===== src/rtl/load_store_unit.sv =====
`default_nettype none
// ============================================================================
// Module      : load_store_unit
// Description : MEM-stage load/store unit. Converts RV32I load/store requests
//               into a req/ack word-bus transaction with byte enables,
//               sign/zero-extends load data, stalls the pipeline while the
//               bus is busy, and flags misaligned/illegal accesses and
//               bus timeouts.
// Revision    : 1.0 - initial release
// ============================================================================
module load_store_unit #(
  parameter int ADDR_W         = 32,
  parameter int TIMEOUT_CYCLES = 64
) (
  input  logic              clk,
  input  logic              rst,
  input  logic              valid_in,
  input  logic              mem_read_in,
  input  logic              mem_write_in,
  input  logic [2:0]        funct3_in,
  input  logic [ADDR_W-1:0] addr_in,
  input  logic [31:0]       wdata_in,
  output logic              bus_req,
  output logic              bus_we,
  output logic [ADDR_W-1:0] bus_addr,
  output logic [3:0]        bus_be,
  output logic [31:0]       bus_wdata,
  input  logic              bus_ack,
  input  logic [31:0]       bus_rdata,
  output logic [31:0]       load_data_out,
  output logic              done_out,
  output logic              stall_out,
  output logic              fault_out
);

  // Timeout counter width; at least one bit even for tiny timeouts.
  localparam int c_CNT_W = (TIMEOUT_CYCLES > 2) ? $clog2(TIMEOUT_CYCLES) : 1;
  localparam logic [c_CNT_W-1:0] c_CNT_LAST = c_CNT_W'(TIMEOUT_CYCLES - 1);

  localparam logic [1:0] c_ST_IDLE = 2'd0;
  localparam logic [1:0] c_ST_BUSY = 2'd1;
  localparam logic [1:0] c_ST_DONE = 2'd2;

  // funct3[1:0] size encoding
  localparam logic [1:0] c_SZ_B = 2'b00;
  localparam logic [1:0] c_SZ_H = 2'b01;
  localparam logic [1:0] c_SZ_W = 2'b10;

  logic [1:0]         r_state;
  logic [1:0]         w_state_nxt;

  logic               r_bus_req;
  logic               r_bus_we;
  logic [ADDR_W-1:0]  r_bus_addr;
  logic [3:0]         r_bus_be;
  logic [31:0]        r_bus_wdata;
  logic [2:0]         r_funct3;
  logic [1:0]         r_off;
  logic               r_is_load;
  logic [c_CNT_W-1:0] r_cnt;
  logic [31:0]        r_load_data;
  logic               r_done;
  logic               r_fault;

  logic               w_access;
  logic               w_both;
  logic               w_f3_ok;
  logic               w_misaligned;
  logic               w_illegal;
  logic               w_accept;
  logic               w_timeout;
  logic [3:0]         w_be;
  logic [31:0]        w_wdata;
  logic [7:0]         w_ld_byte;
  logic [15:0]        w_ld_half;
  logic [31:0]        w_ld_ext;

  // Classify the incoming request as legal, illegal/misaligned, or absent.
  always_comb begin
    w_access = valid_in & (mem_read_in | mem_write_in);
    w_both   = mem_read_in & mem_write_in;
    case (funct3_in)
      3'b000, 3'b001, 3'b010: w_f3_ok = 1'b1;
      3'b100, 3'b101:         w_f3_ok = mem_read_in & ~mem_write_in;
      default:                w_f3_ok = 1'b0;
    endcase
    w_misaligned = ((funct3_in[1:0] == c_SZ_H) & addr_in[0]) |
                   ((funct3_in[1:0] == c_SZ_W) & (addr_in[1:0] != 2'b00));
    w_illegal    = w_access & (w_both | ~w_f3_ok | w_misaligned);
    w_accept     = w_access & ~w_both & w_f3_ok & ~w_misaligned;
  end

  // Byte enables and lane-replicated write data; loads read the full word.
  always_comb begin
    w_be    = 4'b1111;
    w_wdata = 32'h0;
    if (mem_write_in) begin
      case (funct3_in[1:0])
        c_SZ_B: begin
          w_be    = 4'b0001 << addr_in[1:0];
          w_wdata = {4{wdata_in[7:0]}};
        end
        c_SZ_H: begin
          w_be    = addr_in[1] ? 4'b1100 : 4'b0011;
          w_wdata = {2{wdata_in[15:0]}};
        end
        default: begin
          w_be    = 4'b1111;
          w_wdata = wdata_in;
        end
      endcase
    end
  end

  // Select the addressed lane of the returned word and extend it.
  always_comb begin
    case (r_off)
      2'd0:    w_ld_byte = bus_rdata[7:0];
      2'd1:    w_ld_byte = bus_rdata[15:8];
      2'd2:    w_ld_byte = bus_rdata[23:16];
      default: w_ld_byte = bus_rdata[31:24];
    endcase
    w_ld_half = r_off[1] ? bus_rdata[31:16] : bus_rdata[15:0];
    case (r_funct3)
      3'b000:  w_ld_ext = {{24{w_ld_byte[7]}}, w_ld_byte};
      3'b001:  w_ld_ext = {{16{w_ld_half[15]}}, w_ld_half};
      3'b100:  w_ld_ext = {24'h0, w_ld_byte};
      3'b101:  w_ld_ext = {16'h0, w_ld_half};
      default: w_ld_ext = bus_rdata;
    endcase
  end

  // Timeout fires on the last allowed BUSY cycle if no ack arrives.
  always_comb begin
    w_timeout = (r_state == c_ST_BUSY) & ~bus_ack & (r_cnt == c_CNT_LAST);
  end

  // State register.
  always_ff @(posedge clk or negedge rst) begin
    if (!rst) begin
      r_state <= c_ST_IDLE;
    end else begin
      r_state <= w_state_nxt;
    end
  end

  // Next-state logic; DONE always returns to IDLE since the pipeline advances.
  always_comb begin
    w_state_nxt = r_state;
    case (r_state)
      c_ST_IDLE: if (w_accept) w_state_nxt = c_ST_BUSY;
      c_ST_BUSY: if (bus_ack || w_timeout) w_state_nxt = c_ST_DONE;
      c_ST_DONE: w_state_nxt = c_ST_IDLE;
      default:   w_state_nxt = c_ST_IDLE;
    endcase
  end

  // Output logic: stall while a legal access is being accepted or in flight.
  always_comb begin
    stall_out     = 1'b0;
    case (r_state)
      c_ST_IDLE: stall_out = w_accept;
      c_ST_BUSY: stall_out = 1'b1;
      default:   stall_out = 1'b0;
    endcase
    bus_req       = r_bus_req;
    bus_we        = r_bus_we;
    bus_addr      = r_bus_addr;
    bus_be        = r_bus_be;
    bus_wdata     = r_bus_wdata;
    load_data_out = r_load_data;
    done_out      = r_done;
    fault_out     = r_fault;
  end

  // Bus registers, capture of access attributes, timeout counter and
  // the done/fault pulses.
  always_ff @(posedge clk or negedge rst) begin
    if (!rst) begin
      r_bus_req   <= 1'b0;
      r_bus_we    <= 1'b0;
      r_bus_addr  <= '0;
      r_bus_be    <= 4'b0000;
      r_bus_wdata <= 32'h0;
      r_funct3    <= 3'b000;
      r_off       <= 2'b00;
      r_is_load   <= 1'b0;
      r_cnt       <= '0;
      r_load_data <= 32'h0;
      r_done      <= 1'b0;
      r_fault     <= 1'b0;
    end else begin
      r_done  <= 1'b0;
      r_fault <= 1'b0;
      case (r_state)
        c_ST_IDLE: begin
          r_cnt <= '0;
          if (w_accept) begin
            r_bus_req   <= 1'b1;
            r_bus_we    <= mem_write_in;
            r_bus_addr  <= {addr_in[ADDR_W-1:2], 2'b00};
            r_bus_be    <= w_be;
            r_bus_wdata <= w_wdata;
            r_funct3    <= funct3_in;
            r_off       <= addr_in[1:0];
            r_is_load   <= mem_read_in;
          end else if (w_illegal) begin
            r_fault <= 1'b1;
          end
        end
        c_ST_BUSY: begin
          if (bus_ack || w_timeout) begin
            // Release the bus; everything else reports in DONE.
            r_bus_req   <= 1'b0;
            r_bus_we    <= 1'b0;
            r_bus_addr  <= '0;
            r_bus_be    <= 4'b0000;
            r_bus_wdata <= 32'h0;
            r_done      <= bus_ack;
            r_fault     <= ~bus_ack;
            r_load_data <= (bus_ack && r_is_load) ? w_ld_ext : 32'h0;
          end else begin
            r_cnt <= r_cnt + 1'b1;
          end
        end
        default: begin
          // DONE: result is visible this cycle only.
          r_load_data <= 32'h0;
          r_cnt       <= '0;
        end
      endcase
    end
  end

endmodule
`default_nettype wire


===== config.mk =====
export PLATFORM = sky130hd
export DESIGN_NAME = load_store_unit
export DESIGN_NICKNAME = d
export VERILOG_FILES = /design/src/rtl/load_store_unit.sv
export SDC_FILE = /design/constraint.sdc
export NUM_CORES = 1
export LEC_CHECK = 0
export ABC_AREA = 1
export CELL_PAD_IN_SITES_DETAIL_PLACEMENT = 0
export CELL_PAD_IN_SITES_GLOBAL_PLACEMENT = 2
export CORE_MARGIN = 2
export CORE_UTILIZATION = 26
export DETAILED_ROUTE_END_ITERATION = 12
export PLACE_DENSITY = 0.94
export SLEW_MARGIN = 10
export SYNTH_ARGS = -nofsm -noshare
export SYNTH_HDL_FRONTEND = slang
export SYNTH_SLANG_ARGS = --single-unit

===== constraint.sdc =====
create_clock -name clk -period 3.45 [get_ports clk]
set_input_delay 0.8625 -clock clk [delete_from_list [all_inputs] [get_ports clk]]
set_output_delay 0.8625 -clock clk [all_outputs]
set_load 0.02 [all_outputs]

* Word-level counts from Yosys, hierarchy flattened
Cells that the tools add are included.
** Word-level totals
- Register bits :: 118
- Output and inout port bits :: 105
- Input port bits :: 105
- Word-level logic and storage cells :: 104
** Operators by class
- Muxes and demuxes :: 37
- Add/sub/neg operators :: 1
- Eq/ne operators :: 16
- Bitwise gates (word level) :: 21
- Reduce and logical (&&, ||, !) cells :: 15
- Shift operators :: 1
** Operators by type and width (number)
- 32-bit one-hot mux with 2 select lines :: 4
- 32-bit two-way mux :: 6
- 32-bit one-hot mux with 4 select lines :: 1
- 8-bit one-hot mux with 3 select lines :: 1
- 16-bit two-way mux :: 1
- 4-bit two-way mux :: 4
- 4-bit one-hot mux with 2 select lines :: 2
- 3-bit equality test, second input constant :: 4
- 6-bit two-way mux :: 2
- 1-bit AND :: 11
- 1-bit one-hot mux with 2 select lines :: 5
- 1-bit two-way mux :: 8
- 6-bit by 1-bit adder with 6-bit output, second input constant :: 1
- 2-bit by 1-bit equality test with 1-bit output, second input constant :: 3
- 3-bit by 1-bit equality test with 1-bit output, second input constant :: 2
- 6-bit equality test, second input constant :: 1
- 2-bit logical NOT :: 3
- 3-bit logical NOT :: 2
- 1-bit NOT :: 6
- 2-bit AND reduction :: 3
- 2-bit equality test, second input constant :: 2
- 2-bit two-way mux :: 2
- 2-bit != test, second input constant :: 2
- 1-bit OR :: 4
- other kinds (10) :: 11

* Depth between registers and ports, before layout
Gate-level depths: netlist of the first run.
- Depth in word-level cells :: 10
- Depth in mapped cells :: 9
- Gate-level depth less buffers :: 8

* Worst setup path before layout of the first run
OpenSTA, ideal clock, no wires.
- Kind :: input port to output port
- Start :: input port funct3_in[0]
- End :: output port stall_out
- Required time :: 2588 ps
- Arrival time :: 1910 ps
- Path buffers :: 3
- Slack :: 677 ps
- Cell stages on the path :: 8
- Cells stage by stage :: buf_2 -> inv_2 -> nand2_1 -> a21boi_2 -> nand3_4 -> buf_6 -> buf_4 -> nand2_1
** On the way
- Word-level cells in the longest chain between the ends :: 6
- Elaborated cells on any way between the ends :: 17
- Classes of those cells :: 6 x eq/ne; 2 x mux; 6 x bitwise; 3 x reduce/logical
** RTL lines
- start, declared :: RTL line 20 : input logic [2:0] funct3_in,
- 3-bit by 1-bit equality test with 1-bit output (tied with other cells) :: RTL line 82 : case (funct3_in)
- 3-bit OR reduction (tied with other cells) :: RTL line 82
- 1-bit one-hot mux with 2 select lines or 1-bit OR (tied branches) :: RTL line 82, 87
- 1-bit AND or 1-bit NOT (tied branches) :: RTL line 90 : w_accept = w_access & ~w_both & w_f3_ok & ~w_misaligned;
- 1-bit AND (*) :: RTL line 90
- 1-bit one-hot mux with 2 select lines (*) :: RTL line 161 : case (r_state)
- end, declared :: RTL line 32 : output logic stall_out,
Mark *: on every way between the ends. The rest lies on a longest branch, timed or not.

* Worst setup path in the final report of the first run
Same ends and word-level chain as after synthesis.

==> flow_summary_export.csv, run 1 <==
group,metric,value,unit
logic_synthesis,yosys_warnings,0,
detailed_routing,ant_nets,0,
logic_synthesis,yosysUniqueCellTypes,31,
global_routing,grt_pass1_vias,5671,
power,power,0.005391,W
timing,clock.fmax,331.9,MHz
detailed_routing,route.detailed.drc,0,
floorplanning,placementRows,54,
clock_network,cts_made_buffers,17,
logic_synthesis,yosys_register_bits,116,
power,p_int,0.003670,W
power,clockPowerShare,37.2,%
worst_setup_path,path_delay_family,"buffers and inverters",
worst_setup_path,start_kind,"input pin",
worst_setup_path,cpPeakStageDelay,500,ps
floorplanning,core_region_area,0.02169,sq mm
worst_setup_path,ff2ff_path_depth,6,
power,power_density,615.7,mW/mm^2
detailed_routing,routed_wirelength,19340,microns
worst_setup_path,cp.arrival,2150,ps
floorplanning,io_pins,210,
timing,setup_viol,0,
power,irDropWorstVdd,0.0003585,V
timing,slew_headroom,38.38,%
logic_synthesis,synth_edf_count,0,
layout,syn2layout_area_growth,53.06,%
floorplanning,die_h,152.3,microns
job,drv_cap,0,
timing,whs,476.6,ps
clock_network,cts_root_buf,"clkbuf_16",
worst_setup_path,end_kind,"output pin",
timing,worst_pin_slew,923.3,ps
logic_synthesis,syn_area,0.005720,sq mm
clock_network,cts_tree,"done",
detailed_routing,drtIter0Drc,281,
worst_setup_path,cpMostUsedCell,"nand2_1",
floorplanning,die_x,152.3,microns
logic_synthesis,syn_area_per_cell,7.537,sq um
timing,setup_slack,437.0,ps
layout,drive_gt1_share,7.354,%
worst_hold_path,hold_path_depth,2,
logic_synthesis,synth_cells,759,
detailed_routing,vias,5626,
run_status,status,"complete, no violations",
logic_synthesis,ys.flop_type,"dfrtp_1",
worst_setup_path,cp_max_fo,4,
detailed_routing,post_drt_wl_per_cell,15.36,microns
clock_network,cts_htree_levels,4,
logic_synthesis,synth-async-reset-ratio,100.0,%
layout,fillers,2281,
worst_hold_path,min_path_type,"reg2reg",
timing,period_needed,3013,ps
floorplanning,initial_core_util,26.38,%
global_routing,overflow,0,
timing,finalSetupTns,0,ps
clock_network,cts_setup_buffers,0,
global_routing,grt_first_pass_wirelength,30730,microns
power,p_sw,0.001721,W
power,p_sw_share,31.92,%
timing,finalHoldViolCount,0,
timing,final-max-slew-violation-count,0,
timing,skew,15.27,ps
placement,gp_congestion,0.7689,
global_routing,grt_use_total,16.70,%
worst_setup_path,cp.depth,7,
worst_setup_path,crit_slowest_cell,"clkdlybuf4s50_1",
worst_setup_path,crit_chain,"clkdlybuf4s50_1 -> inv_2 -> nand2_1 -> a21boi_2 -> nand3_4 -> nand2_1 -> dlymetal6s2s_1",
layout,mostFrequentLayoutCell,"nand2_1",
layout,layout.nets,1072,
clock_network,clk_pin_slew,60,ps
layout,final_cell_mix,"nand2_1 (300), clkdlybuf4s50_1 (205), dfrtp_1 (116), nand3_1 (94), nor2_1 (63)",
placement,port_buffers,207,
clock_network,clkSinkCount,116,
power,p_comb_share,29.6,%
worst_setup_path,critPathKind,"in2out",
placement,pre_cts_ws,20.27,ps
global_routing,grt_max_degree,85,
clock_network,cts-hold-fix-buffers,0,
floorplanning,die_area,0.02320,sq mm
power,pwr-share-seq,33.2,%
timing,fin_crit_sh,87.33,%
timing,rsz0062_at_grt,"no",
global_routing,antenna_found_initial,0,
placement,hpwlAfterDp,13860,microns
logic_synthesis,ys_seq_area_share,50.74,%
detailed_routing,viasPerCell,4.469,
detailed_routing,firstDrtPassIters,4,
worst_setup_path,path_buf_inv,3,
clock_network,cts_buffer_depth,2,
worst_setup_path,worstPathRequired,2590,ps
power,leakagePower,4.347,nW
clock_network,clock_latency,410,ps
layout,diodes,0,
==> per-layer routing <==
layer,share of wire (%),track usage (%)
met1,44,21.10
met2,45,26.00
met3,10,7.622
met4,0.92,4.272
met5,0,0
==> Yosys cell counts, types with 2 or more instances <==
cell type	count	share of area [%]
buf_4	11	1.4
nand2_1	300	20
a21oi_1	24	2.1
o21ai_1	10	0.87
buf_6	2	0.39
o22ai_1	4	0.44
nor2_1	63	4.1
inv_1	42	2.8
clkbuf_1	10	0.66
dfrtp_1	116	51
inv_2	4	0.26
buf_2	20	1.7
or2_2	6	0.66
nand3_1	94	8.2
nand4_1	15	1.6
o21ai_0	23	2.0
==> timing repair <==
| item | CTS | global route |
|---|---|---|
| setup endpoints to repair | 0 | 1 |
| gates resized for setup | 0 | 1 |
| endpoints found under the hold margin | 0 | 0 |
==> area by class of cell <==
cell class	instances	area, sq um	share of cell area, %
Clock inverter	11	197.7	2.258
Tap cell	280	350.3	4.001
Sequential cell	116	2903	33.15
Clock buffer	21	470.5	5.373
Inverter	47	176.4	2.015
Multi-Input combinational cell	554	2414	27.56
Timing Repair Buffer	230	2245	25.64
==> registers in the layout (all words and copies together) (netlist names), 2 cells and up <==
name and flops:
r_cnt 6, bus_be 4, bus_addr 30, r_state 2, r_off 2, load_data_out 32, r_funct3 3, bus_wdata 32
==> through the flow <==
stage,cell area (sq um),util [%],std cells
finish,8756,40.37,1259
global route,8756,40.37,1259
CTS,8753,40.36,1259
detailed placement,8085,37.28,1227
global placement,8085,37.28,1227
floorplan,5724,-,760
==> power by group through the flow <==
stage / registers [W] / clock network (W) / logic [W]
after floorplan: 0.00205 / 0 / 0.000538
after global placement: 0.00180 / 0 / 0.00161
after detailed placement: 0.00181 / 0 / 0.00161
after CTS: 0.00179 / 0.00205 / 0.00162
after global routing: 0.00182 / 0.00212 / 0.00175
final: 0.00179 / 0.00201 / 0.00160
==> final timing paths <==
path	start	end	slack [ps]
setup / recovery	funct3_in[0]	stall_out	440
hold / removal	load_data_out[0]$_DFFE_PN0P_	load_data_out[0]$_DFFE_PN0P_	480
setup reg to reg	r_off[1]$_DFFE_PN0P_	load_data_out[18]$_DFFE_PN0P_	1360
hold reg to reg	load_data_out[0]$_DFFE_PN0P_	load_data_out[0]$_DFFE_PN0P_	480
max in group asynchronous	rst	bus_wdata[21]$_DFFE_PN0P_	2140
min in group asynchronous	rst	load_data_out[29]$_DFFE_PN0P_	560
==> worst register-to-register path: cells and delay by family, from the launching register on <==
kind | cells | cell delay (ps)
simple gates | 5 | 1000
buf+inv | 1 | 220
flops | 1 | 800
==> kinds of logic after synthesis <==
family,share of synthesized area (%)
xor+xnor,0.3063
other cells,0.06555
buf+inv,7.327
flops,50.74
fa+ha+maj,0.2187
compound gates,6.190
simple gates,35.15
Note: power is estimated with default switching activity, not from simulation.
==> run 2, diff against run 1 <==
RECOVER_POWER = 25   (was unset)
==> run 2 against run 1 <==
  * Combinational power barely moved
  * Wire length barely moved
  * Design area fell by 0.20%
  * Fmax rose by 0.20%
  * First-iteration DRC count rose by 1.4%
  * Critical path depth did not move
  * Clock skew barely moved
  * Final cell count did not move
  * Die area did not move
  * The flow now finishes with violations (capacitance limit, slew limit)
==> flow_summary_export.csv, run 2 (synthesis results as in run 1) <==
group,metric,value,unit
run_status,status,"finished, violations left",
run_status,violations,"capacitance limit, slew limit",
timing,fin_crit_sh,87.16,%
clock_network,cts_root_buf,"clkbuf_16",
timing,worst_pin_slew,1690,ps
layout,final_cell_mix,"nand2_1 (300), clkdlybuf4s50_1 (204), dfrtp_1 (116), nand3_1 (94), nor2_1 (63)",
clock_network,cts_htree_levels,4,
worst_hold_path,hp-start,"load_data_out[0]$_DFFE_PN0P_",
worst_setup_path,cp_max_fo,4,
worst_setup_path,end_kind,"output pin",
floorplanning,core_region_area,0.02169,sq mm
clock_network,clk_pin_slew,60,ps
clock_network,cts_tree,"done",
floorplanning,die_x,152.3,microns
clock_network,cts_resized,0,
floorplanning,die_area,0.02320,sq mm
timing,period_needed,3007,ps
power,power_density,616.7,mW/mm^2
power,leakagePower,4.332,nW
detailed_routing,viasPerCell,4.466,
global_routing,overflow,0,
global_routing,grt_first_pass_wirelength,30730,microns
worst_setup_path,cp.arrival,2140,ps
timing,finalSetupTns,0,ps
layout,drive_gt1_share,6.946,%
timing,finalHoldViolCount,0,
detailed_routing,routed_wirelength,19340,microns
clock_network,cts_buffer_depth,2,
worst_setup_path,cpPeakStageDelay,500,ps
global_routing,grt_pass1_vias,5671,
worst_setup_path,rrSetupSlack,1360,ps
detailed_routing,ant_nets,0,
detailed_routing,vias,5623,
detailed_routing,route.detailed.drc,0,
floorplanning,initial_core_util,26.38,%
global_routing,antenna_found_initial,0,
worst_setup_path,path_delay_family,"buffers and inverters",
worst_setup_path,crit_chain,"clkdlybuf4s50_1 -> inv_2 -> nand2_1 -> a21boi_2 -> nand3_4 -> nand2_1 -> dlymetal6s2s_1",
worst_setup_path,ff2ff_path_depth,6,
worst_setup_path,crit_slowest_cell,"clkdlybuf4s50_1",
global_routing,grt_use_total,16.70,%
clock_network,cts-hold-fix-buffers,0,
timing,slew_headroom,-12.66,%
power,irDropWorstVdd,0.0003589,V
detailed_routing,post_drt_wl_per_cell,15.36,microns
timing,final-max-slew-violation-count,65,
worst_setup_path,rr_endpoint,"load_data_out[18]$_DFFE_PN0P_",
global_routing,grt_max_degree,85,
worst_setup_path,path_buf_inv,3,
clock_network,clkSinkCount,116,
layout,diodes,0,
power,power,0.005389,W
floorplanning,die_h,152.3,microns
layout,layout.nets,1072,
timing,skew,14.87,ps
clock_network,clock_latency,410,ps
timing,clock.fmax,332.6,MHz
worst_hold_path,holdPathEnd,"load_data_out[0]$_DFFE_PN0P_",
worst_setup_path,rr_startpoint,"r_off[1]$_DFFE_PN0P_",
floorplanning,placementRows,54,
worst_setup_path,critPathKind,"in2out",
clock_network,cts_made_buffers,17,
detailed_routing,drtIter0Drc,285,
floorplanning,io_pins,210,
worst_setup_path,worstPathRequired,2590,ps
clock_network,cts_setup_buffers,0,
worst_hold_path,min_path_type,"reg2reg",
placement,port_buffers,207,
timing,setup_viol,0,
placement,hpwlAfterDp,13860,microns
worst_setup_path,start_kind,"input pin",
placement,gp_congestion,0.7689,
detailed_routing,firstDrtPassIters,5,
layout,mostFrequentLayoutCell,"nand2_1",
job,drv_cap,1,
worst_setup_path,cp.depth,7,
layout,syn2layout_area_growth,52.76,%
worst_setup_path,cpMostUsedCell,"nand2_1",
timing,rsz0062_at_grt,"no",
worst_hold_path,hold_path_depth,2,
run 2: changes by cell type in the layout (fill, tap and decap cells not counted):
cell             delta
buf_4               -5
clkbuf_1            +4
clkbuf_2            +1
clkdlybuf4s50_1     -1
dlygate4sd3_1       +1
run 2: tightest hold or removal path, delay by kind of cell, from the launching register on:
family	cells	cell delay, ps
DFF	1	340
and+or+nand+nor	2	100
run 2: per-stage QoR:
step,setup WS (ps),util (%),hold WS (ps),area [sq um],std cells
final,443.1,40.29,476.6,8738,1259
after global placement,39.58,37.28,463.3,8085,1227
after CTS,11.33,40.36,482.1,8753,1259
after floorplan,677.1,-,468.1,5724,760
after detailed placement,20.27,37.28,465.9,8085,1227
after global routing,336.9,40.29,499.8,8738,1259
run 2: routing by layer:
metal  track usage (%)  share of wire [%]
met1             21.10                 44
met2             26.00                 46
met3             7.622                 10
met4             4.272               0.70
met5                 0                  0
run 2: final cells by class:
class,instances,area (sq um)
clock buffers,21,470.5
clock inverters,11,197.7
fillers,2286,12950
inverters,47,176.4
multi-input cells,554,2414
flip-flops and latches,116,2903
well taps,280,350.3
repair buffers,230,2227
run 2: worst max-delay path by stage:
stage / to / slack, ps / start
5_1_grt: stall_out / 340 / funct3_in[0]
6_report: stall_out / 440 / funct3_in[0]
4_1_cts: stall_out / 10 / funct3_in[0]
3_3_place_gp: stall_out / 40 / funct3_in[0]
2_1_floorplan: stall_out / 680 / funct3_in[0]
3_5_place_dp: stall_out / 20 / funct3_in[0]
run 2: power breakdown:
part           internal, W  switching [W]
Combinational     0.000710       0.000884
Clock              0.00134       0.000662
Sequential         0.00161       0.000175
